--- src/rtl/echo_train_gen.sv ---
// Multi-echo rangefinder stimulus: start pulse plus N_ECHO Gaussian echoes per frame,
// summed with optional LFSR noise into a saturating registered sample stream.
module echo_train_gen #(
  parameter int N_ECHO  = 5,
  parameter int DW      = 10,
  parameter int CNT_W   = 16,
  parameter int PERIOD  = 200,
  parameter int NOISE_W = 4
) (
  input  logic                          clk,
  input  logic                          reset,
  input  logic                          start,
  input  logic                          stop,
  input  logic                          mode,
  input  logic                          noise_en,
  input  logic [8*(N_ECHO+1)-1:0]       amp_i,
  input  logic [CNT_W*(N_ECHO+1)-1:0]   delay_i,
  output logic [DW-1:0]                 sum_o,
  output logic [7:0]                    start_o,
  output logic                          busy,
  output logic                          frame_o
);

  localparam int NP  = N_ECHO + 1;
  localparam int SW0 = (DW > 12) ? DW : 12;
  // 9 pulses of 254 fit in 12 bits; two guard bits cover the noise term on top.
  localparam int SW  = ((NOISE_W > SW0) ? NOISE_W : SW0) + 2;

  typedef enum logic {IDLE, RUN} state_t;

  state_t                  state_q, state_d;
  logic [CNT_W-1:0]        cnt_q, cnt_d;
  logic [8*NP-1:0]         amp_q, amp_d;
  logic [CNT_W*NP-1:0]     dly_q, dly_d;
  logic [15:0]             lfsr_q, lfsr_d;
  logic [DW-1:0]           sum_q, sum_d;
  logic [7:0]              st_q, st_d;
  logic                    frame_q, frame_d;

  logic                    last;
  logic [7:0]              pv [NP];
  logic [SW-1:0]           acc;
  logic [SW-1:0]           noise;

  function automatic logic [7:0] shape(input logic [3:0] i);
    case (i)
      4'd0:  shape = 8'd2;
      4'd1:  shape = 8'd5;
      4'd2:  shape = 8'd14;
      4'd3:  shape = 8'd35;
      4'd4:  shape = 8'd71;
      4'd5:  shape = 8'd124;
      4'd6:  shape = 8'd185;
      4'd7:  shape = 8'd235;
      4'd8:  shape = 8'd255;
      4'd9:  shape = 8'd235;
      4'd10: shape = 8'd185;
      4'd11: shape = 8'd124;
      4'd12: shape = 8'd71;
      4'd13: shape = 8'd35;
      4'd14: shape = 8'd14;
      default: shape = 8'd5;
    endcase
  endfunction

  function automatic logic [7:0] pulse_val(input logic [7:0] a, input logic [CNT_W-1:0] d,
                                           input logic [CNT_W-1:0] c);
    logic [CNT_W:0] cw, lo, hi, off;
    logic [15:0]    prod;
    cw   = {1'b0, c};
    lo   = {1'b0, d};
    hi   = lo + (CNT_W+1)'(15);
    off  = cw - lo;
    prod = {8'd0, a} * {8'd0, shape(4'(off))};
    pulse_val = (cw >= lo && cw <= hi) ? 8'(prod >> 8) : 8'd0;
  endfunction

  assign last = (cnt_q == CNT_W'(PERIOD - 1));

  always_comb begin
    state_d = state_q;
    cnt_d   = cnt_q;
    amp_d   = amp_q;
    dly_d   = dly_q;
    frame_d = 1'b0;
    case (state_q)
      IDLE: begin
        if (start && !stop) begin
          state_d = RUN;
          cnt_d   = '0;
          amp_d   = amp_i;
          dly_d   = delay_i;
        end
      end
      RUN: begin
        if (stop) begin
          state_d = IDLE;
          cnt_d   = '0;
        end else if (last) begin
          frame_d = 1'b1;
          cnt_d   = '0;
          if (mode) begin
            amp_d = amp_i;
            dly_d = delay_i;
          end else begin
            state_d = IDLE;
          end
        end else begin
          cnt_d = cnt_q + 1'b1;
        end
      end
    endcase
  end

  generate
    if (NOISE_W > 0) begin : g_noise
      assign noise = noise_en ? SW'(lfsr_q[NOISE_W-1:0]) : '0;
    end else begin : g_no_noise
      assign noise = '0;
    end
  endgenerate

  always_comb begin
    acc = '0;
    for (int k = 0; k < NP; k++) begin
      pv[k] = pulse_val(amp_q[8*k +: 8], dly_q[CNT_W*k +: CNT_W], cnt_q);
      acc   = acc + SW'(pv[k]);
    end
    acc = acc + noise;
  end

  always_comb begin
    sum_d = '0;
    st_d  = '0;
    if (state_q == RUN && !stop) begin
      sum_d = (acc > SW'((1 << DW) - 1)) ? '1 : acc[DW-1:0];
      st_d  = pv[0];
    end
  end

  // Taps 16,14,13,11 in right-shift form: feedback from bits 0,2,3,5.
  assign lfsr_d = (state_q == RUN) ?
                  {lfsr_q[0] ^ lfsr_q[2] ^ lfsr_q[3] ^ lfsr_q[5], lfsr_q[15:1]} : lfsr_q;

  always_ff @(posedge clk or posedge reset) begin
    if (reset) begin
      state_q <= IDLE;
      cnt_q   <= '0;
      amp_q   <= '0;
      dly_q   <= '0;
      lfsr_q  <= 16'hACE1;
      sum_q   <= '0;
      st_q    <= '0;
      frame_q <= 1'b0;
    end else begin
      state_q <= state_d;
      cnt_q   <= cnt_d;
      amp_q   <= amp_d;
      dly_q   <= dly_d;
      lfsr_q  <= lfsr_d;
      sum_q   <= sum_d;
      st_q    <= st_d;
      frame_q <= frame_d;
    end
  end

  assign sum_o   = sum_q;
  assign start_o = st_q;
  assign frame_o = frame_q;
  assign busy    = (state_q == RUN);

endmodule

--- config.mk ---
export PLATFORM = sky130hd
export DESIGN_NAME = echo_train_gen
export DESIGN_NICKNAME = d
export VERILOG_FILES = /design/src/rtl/echo_train_gen.sv
export SDC_FILE = /design/constraint.sdc
export NUM_CORES = 2
export LEC_CHECK = 0
export CAP_MARGIN = 10
export CORE_MARGIN = 10
export CORE_UTILIZATION = 53
export CTS_CLUSTER_DIAMETER = 120
export DETAILED_ROUTE_END_ITERATION = 12
export PLACE_DENSITY = 0.74
export SLEW_MARGIN = 10
export SYNTH_ARGS = -nofsm -noshare
export SYNTH_HDL_FRONTEND = slang
export SYNTH_SLANG_ARGS = --single-unit
--- constraint.sdc ---
create_clock -name clk -period 9.95 [get_ports clk]
set_input_delay 2.4875 -clock clk [delete_from_list [all_inputs] [get_ports clk]]
set_output_delay 2.4875 -clock clk [all_outputs]
set_load 0.02 [all_outputs]
# == Word-level counts from Yosys, hierarchy flattened ==
# Memories as Yosys holds them, arrays and structs flattened.
# Cells that the tools add are included.
# word_totals
romBits,768
word_cells,103
register_bits,196
input_bits,150
out_inout_bits,20
mem_count,6
# memory_table
memory,depth,word_bits,read_ports,rd_clocked_by_memory_dff,write_ports,line_no,source
(no name shown),16,8,1,0,0,46,case (i)
(no name shown),16,8,1,0,0,46,
(no name shown),16,8,1,0,0,46,
(no name shown),16,8,1,0,0,46,
(no name shown),16,8,1,0,0,46,
(no name shown),16,8,1,0,0,46,
# classes
eq_ne,5
reduce_logical,10
bitwise,4
n_mux,32
n_lt_le_gt_ge,13
add_sub_neg,19
n_mul,6
# ops
operator,count
$mux 96,4
$mux 48,4
$pmux 96 s2,1
$add 16x4->17 const B,6
$le 16x17->1,6
$ge 16x16->1,6
$mul 8x8->16,6
$pmux 48 s2,1
$mux 8,7
$mux 16,3
$pmux 16 s2,1
$sub 4x4->4,6
$mux 10,2
$add 16x1->16 const B,1
$eq 16x8->1 const B,1
$add 13x4->14,1
$gt 14x10->1 const B,1
$add 12x8->13,1
$add 11x8->12,1
$add 10x8->11,1
$add 9x8->10,1
$add 8x8->9,1
$logic_and 1x1->1,8
$mux 1,7
8 further kinds,12

# == Logic depth before layout (Yosys ltp) ==
# logic_depth
ltp_word,13
ltp_mapped,44
depth_no_buf,43

# == Worst setup path before layout ==
# Ideal clock, no wire load.
# synth_timing
kind,flip-flop to flip-flop
start,register cnt_q[1]
end,"register sum_q[0], in the netlist sum_o[0]"
setup_ns,0.139
n_path_buf,1
path_stages_with_launch,40
arrival_ns,10.013
slack_ns,-0.202
t_required_ns,9.811
synth_period_minus_slack_ns,10.152
path_cell_list,dfrtp_1 > inv_1 > fa_1 > xnor2_1 > clkbuf_1 > nor2_1 > a21oi_1 > nor2_1 > a31oi_1 > nand2_1 > fa_1 > fa_1 > inv_1 > fa_1 > inv_1 > fa_1 > inv_1 > ha_1 > [4 not listed] > xnor2_1 > nor3_1 > fa_1 > fa_1 > fa_1 > inv_1 > fa_1 > inv_1 > ha_1 > a21o_1 > a21oi_1 > o21bai_1 > a21oi_1 > o21bai_1 > a21oi_1 > o21bai_1 > a21oi_1 > a21oi_1
# synth_between
elab_chain_cells,13
elab_cells_between_ends,51
classes_between,add/sub: 12; mul: 6; order compare: 13; mux: 8; reduce/logical: 6; memory: 6
# synth_lines
item,line_no,source
"start, declared",32,"logic [CNT_W-1:0] cnt_q, cnt_d;"
"start signal, assigned",157,cnt_q <= cnt_d;
$sub 4x4->4,73,off = cw - lo;
$mem_v2 16x8,-,
$mul 8x8->16,74,"prod = {8'd0, a} * {8'd0, shape(4'(off))};"
$mux 8,75,pulse_val = (cw >= lo && cw <= hi) ? 8'(prod >> 8) : 8'd0;
$add 8x8->9,127,acc = acc + SW'(pv[k]);
$add 9x8->10,127,
$add 10x8->11,127,
$add 11x8->12,127,
$add 12x8->13 *,127,
$add 13x4->14 *,129,acc = acc + noise;
$gt 14x10->1,136,sum_d = (acc > SW'((1 << DW) - 1)) ? '1 : acc[DW-1:0];
$mux 10 *,136,
$mux 10 *,135,if (state_q == RUN && !stop) begin
via sum_d[0],36,"logic [DW-1:0] sum_q, sum_d;"
"end signal, assigned",161,sum_q <= sum_d;
"end, declared",36,
# The timed path passes the listed nets; every way through them passes the cells marked *.
# A chain may end at the register's enable or synchronous reset.

# == Worst setup path after layout ==
# layout_timing
start,register cnt_q[1]
end,"register sum_q[8], in the netlist sum_o[8]"
# The elaborated chain is that of the path after synthesis.

==> flow_summary_export.csv <==
group,metric,value,unit
finish,area_growth_from_synthesis_to_layout,22.3,%
detailed_routing,average_wire_per_cell_in_the_routed_design,18.6,um
floorplan,ios,170,
setup_path,worst_setup_path_startpoint,"cnt_q[1]$_DFFE_PP0P_",
yosys,seq_area_frac_synth,17.7,%
finish,post_route_cells_drive_above_1_share,16.7,%
clocking,cts_tree,"done",
timing,setup_viol,0,
clocking,cts.sinks,196,
yosys,post_synth.cell_area_avg,8.93,um2
yosys,synth_cell_type_count,82,
yosys,synth-async-reset-ratio,100,%
floorplan,fp.dieArea,0.0618,mm2
yosys,postSynth.topFlopCell,"dfrtp_1",
floorplan,die_w,249,um
finish,most_frequent_cells_in_the_layout,"ha_1 (411), inv_1 (403), nand2_1 (312)",
floorplan,initial_core_util,53.8,%
timing,maxSlewViolCount,0,
setup_path,cp_data_required_time,10320,ps
grt,grt_pass1_wl,128,mm
clocking,clock_insertion_delay_worst_skew,520,ps
flow_run,maxCapViolations,0,
yosys,warnings_from_yosys,0,
grt,maximum_number_of_pins_on_one_net_before_global_route_repair,221,
yosys,synth.net_count,3944,
status,status,"completed",
yosys,synth_top_family_by_area,"adder cells",
clocking,clockRootBuffer,"clkbuf_16",
detailed_routing,dr.first_iter.drc_count,1440,
yosys,synth-seq-cells,196,
timing,worst_clock_skew,14.8,ps
timing,fin_hold_ws,508,ps
finish,most_frequent_standard_cell_in_the_layout_excluding_fill_and_tap_cells,"ha_1",
floorplan,die_height,249,um
placement,dp.final_hpwl,62.8,mm
clocking,clkTransAtPathRegs,90,ps
setup_path,worstSetupEndpointType,"flop",
placement,place_congestion,0.955,
floorplan,coreArea,0.0515,mm2
setup_path,setup.worst_path.start_class,"flop",
detailed_routing,firstDrtPassIters,6,
finish,insertedDiodeCount,0,
yosys,netlist_area,0.0277,mm2
grt,grt.total_usage,25.3,%
yosys,muxShareOfSynthArea,2.74,%
yosys,synth_xor_xnor_area_share,4.73,%
setup_path,worst-endpoint-arrival,10220,ps
floorplan,floorplan.rows,83,
grt,grt_pass1_vias,25000,
setup_path,critical_path_class,"reg2reg",
worst_hold_path,launch_point_of_the_worst_hold_path,"lfsr_q[9]$_DFFE_PP0P_",
setup_path,r2r_start,"cnt_q[1]$_DFFE_PP0P_",
setup_path,crit_path_top_delay_cell,"dfrtp_4",
yosys,synthesized_area_fraction_occupied_by_and_or_nand_nor_cells,18.0,%
detailed_routing,wirelength,78.6,mm
setup_path,critical-path-max-stage-delay,600,ps
finish,finalNetCount,4367,
placement,placement.io_buffers,169,
worst_hold_path,hold_path_class,"reg2reg",
clocking,cts-htree-levels,4,
yosys,synthesis.instances,3104,
timing,timing_hold_violations_final,0,
detailed_routing,antenna_violating_nets_post_route,0,
grt,gr-total-overflow,0,
timing,timing.slew.headroom,17.5,%
timing,fin_setup_tns,0,ps
timing,min_period_over_period,99.0,%
clocking,max-clock-path-buffers,2,
yosys,post_synthesis_share_of_cell_area_spent_on_full_adders_half_adders_and_majority_gates,37.9,%
clocking,tritoncts.num_buffers,17,
setup_path,cp_common_cell,"fa_1",
timing,final_period_minus_worst_setup_slack,9850,ps
detailed_routing,vias,23700,
detailed_routing,routed_via_density,5.62,
setup_path,path_max_fanout,8,
timing,worst-slew-pin-transition,1230,ps
timing,achievable-frequency,102,MHz
yosys,synth_enable_flop_cells,0,
timing,rsz0062_at_grt,"yes",
yosys,synth-compound-area-share,12.3,%
grt,grt_antenna_before_repair,0,
detailed_routing,route.detailed.drc,0,
[through the flow]
stage	util, %	instance area [um2]	worst slack, ps	cells
2_1_floorplan	-	27700	24.3	3104
3_3_place_gp	62.2	32000	-304	4158
3_5_place_dp	62.2	32000	-444	4158
4_1_cts	63.7	32800	6.41	4191
5_1_grt	65.8	33900	-326	4220
6_report	65.8	33900	102	4220
[layer usage]
layer	part of all wire (%)	GRT usage (%)	vias up
met4	2.7	7.94	0
li1	-	-	11200
met5	0	0	-
met2	50	44.1	624
met3	5.2	3.91	134
met1	42	31.4	11700
[sequential cells by signal, indices dropped and copies added (netlist names)]
register and cells:
sum_o 10, frame_o 1, busy 1, amp_q 48, dly_q 96, cnt_q 16, lfsr_q 16, start_o 8
[worst max-delay path, delay by kind of cell, from the launching register on]
family | cells | cell delay (ps)
adder cells (fa/ha/maj) | 11 | 4570
AO/OA/AOI/OAI | 8 | 1640
buffers and inverters | 13 | 1550
AND/OR/NAND/NOR | 7 | 1000
flip-flops | 1 | 600
multiplexers | 2 | 300
[what timing repair did]
item / in CTS / in global routing
resized for setup: 40 / 200
buffers inserted: 1 / 28
hold buffers: 0 / 0
gates cloned: 0 / 1
endpoints found under the setup margin: 10 / 10
pin swaps: 16 / 126
[area by class of cell]
class	instances	area, um2
clock inverter	15	209
tap	680	851
multi-input combinational	2432	22000
clock buffer	17	425
fill	4248	17600
timing repair buffer	455	3940
inverter	425	1610
sequential	196	4920
[synthesized netlist by cell type, drive strengths merged (34+ instances only)]
cell / number / area (um2)
a21o: 63 / 474
a21oi: 112 / 564
and2: 209 / 1310
clkbuf: 34 / 130
dfrtp: 188 / 4700
fa: 250 / 5000
ha: 440 / 5510
inv: 424 / 1590
mux2: 58 / 653
nand2: 318 / 1190
nand3: 53 / 265
nand4: 34 / 213
nor2: 144 / 541
nor2b: 74 / 463
nor3: 60 / 310
o21ai: 190 / 955
xnor2: 126 / 1100
[kinds of logic after synthesis]
group	Yosys count
mux	66
xor+xnor	147
fa+ha+maj	690
buf+inv	476
simple gates	998
compound gates	531
flops	196
[worst paths after layout]
check,to,slack (ps),cells past startpoint
worst max-delay path,sum_o[8]$_DFF_PP0_,100,41
worst min-delay path,lfsr_q[8]$_DFFE_PP0P_,510,1
worst max register to register,sum_o[8]$_DFF_PP0_,100,41
worst min register to register,lfsr_q[8]$_DFFE_PP0P_,510,1
max in group asynchronous,cnt_q[1]$_DFFE_PP0P_,6090,3
min in group asynchronous,dly_q[4]$_DFFE_PP0P_,2470,2
Power is not shown: default switching activity piles up to over one toggle a cycle in this logic, so the estimate is an artifact.
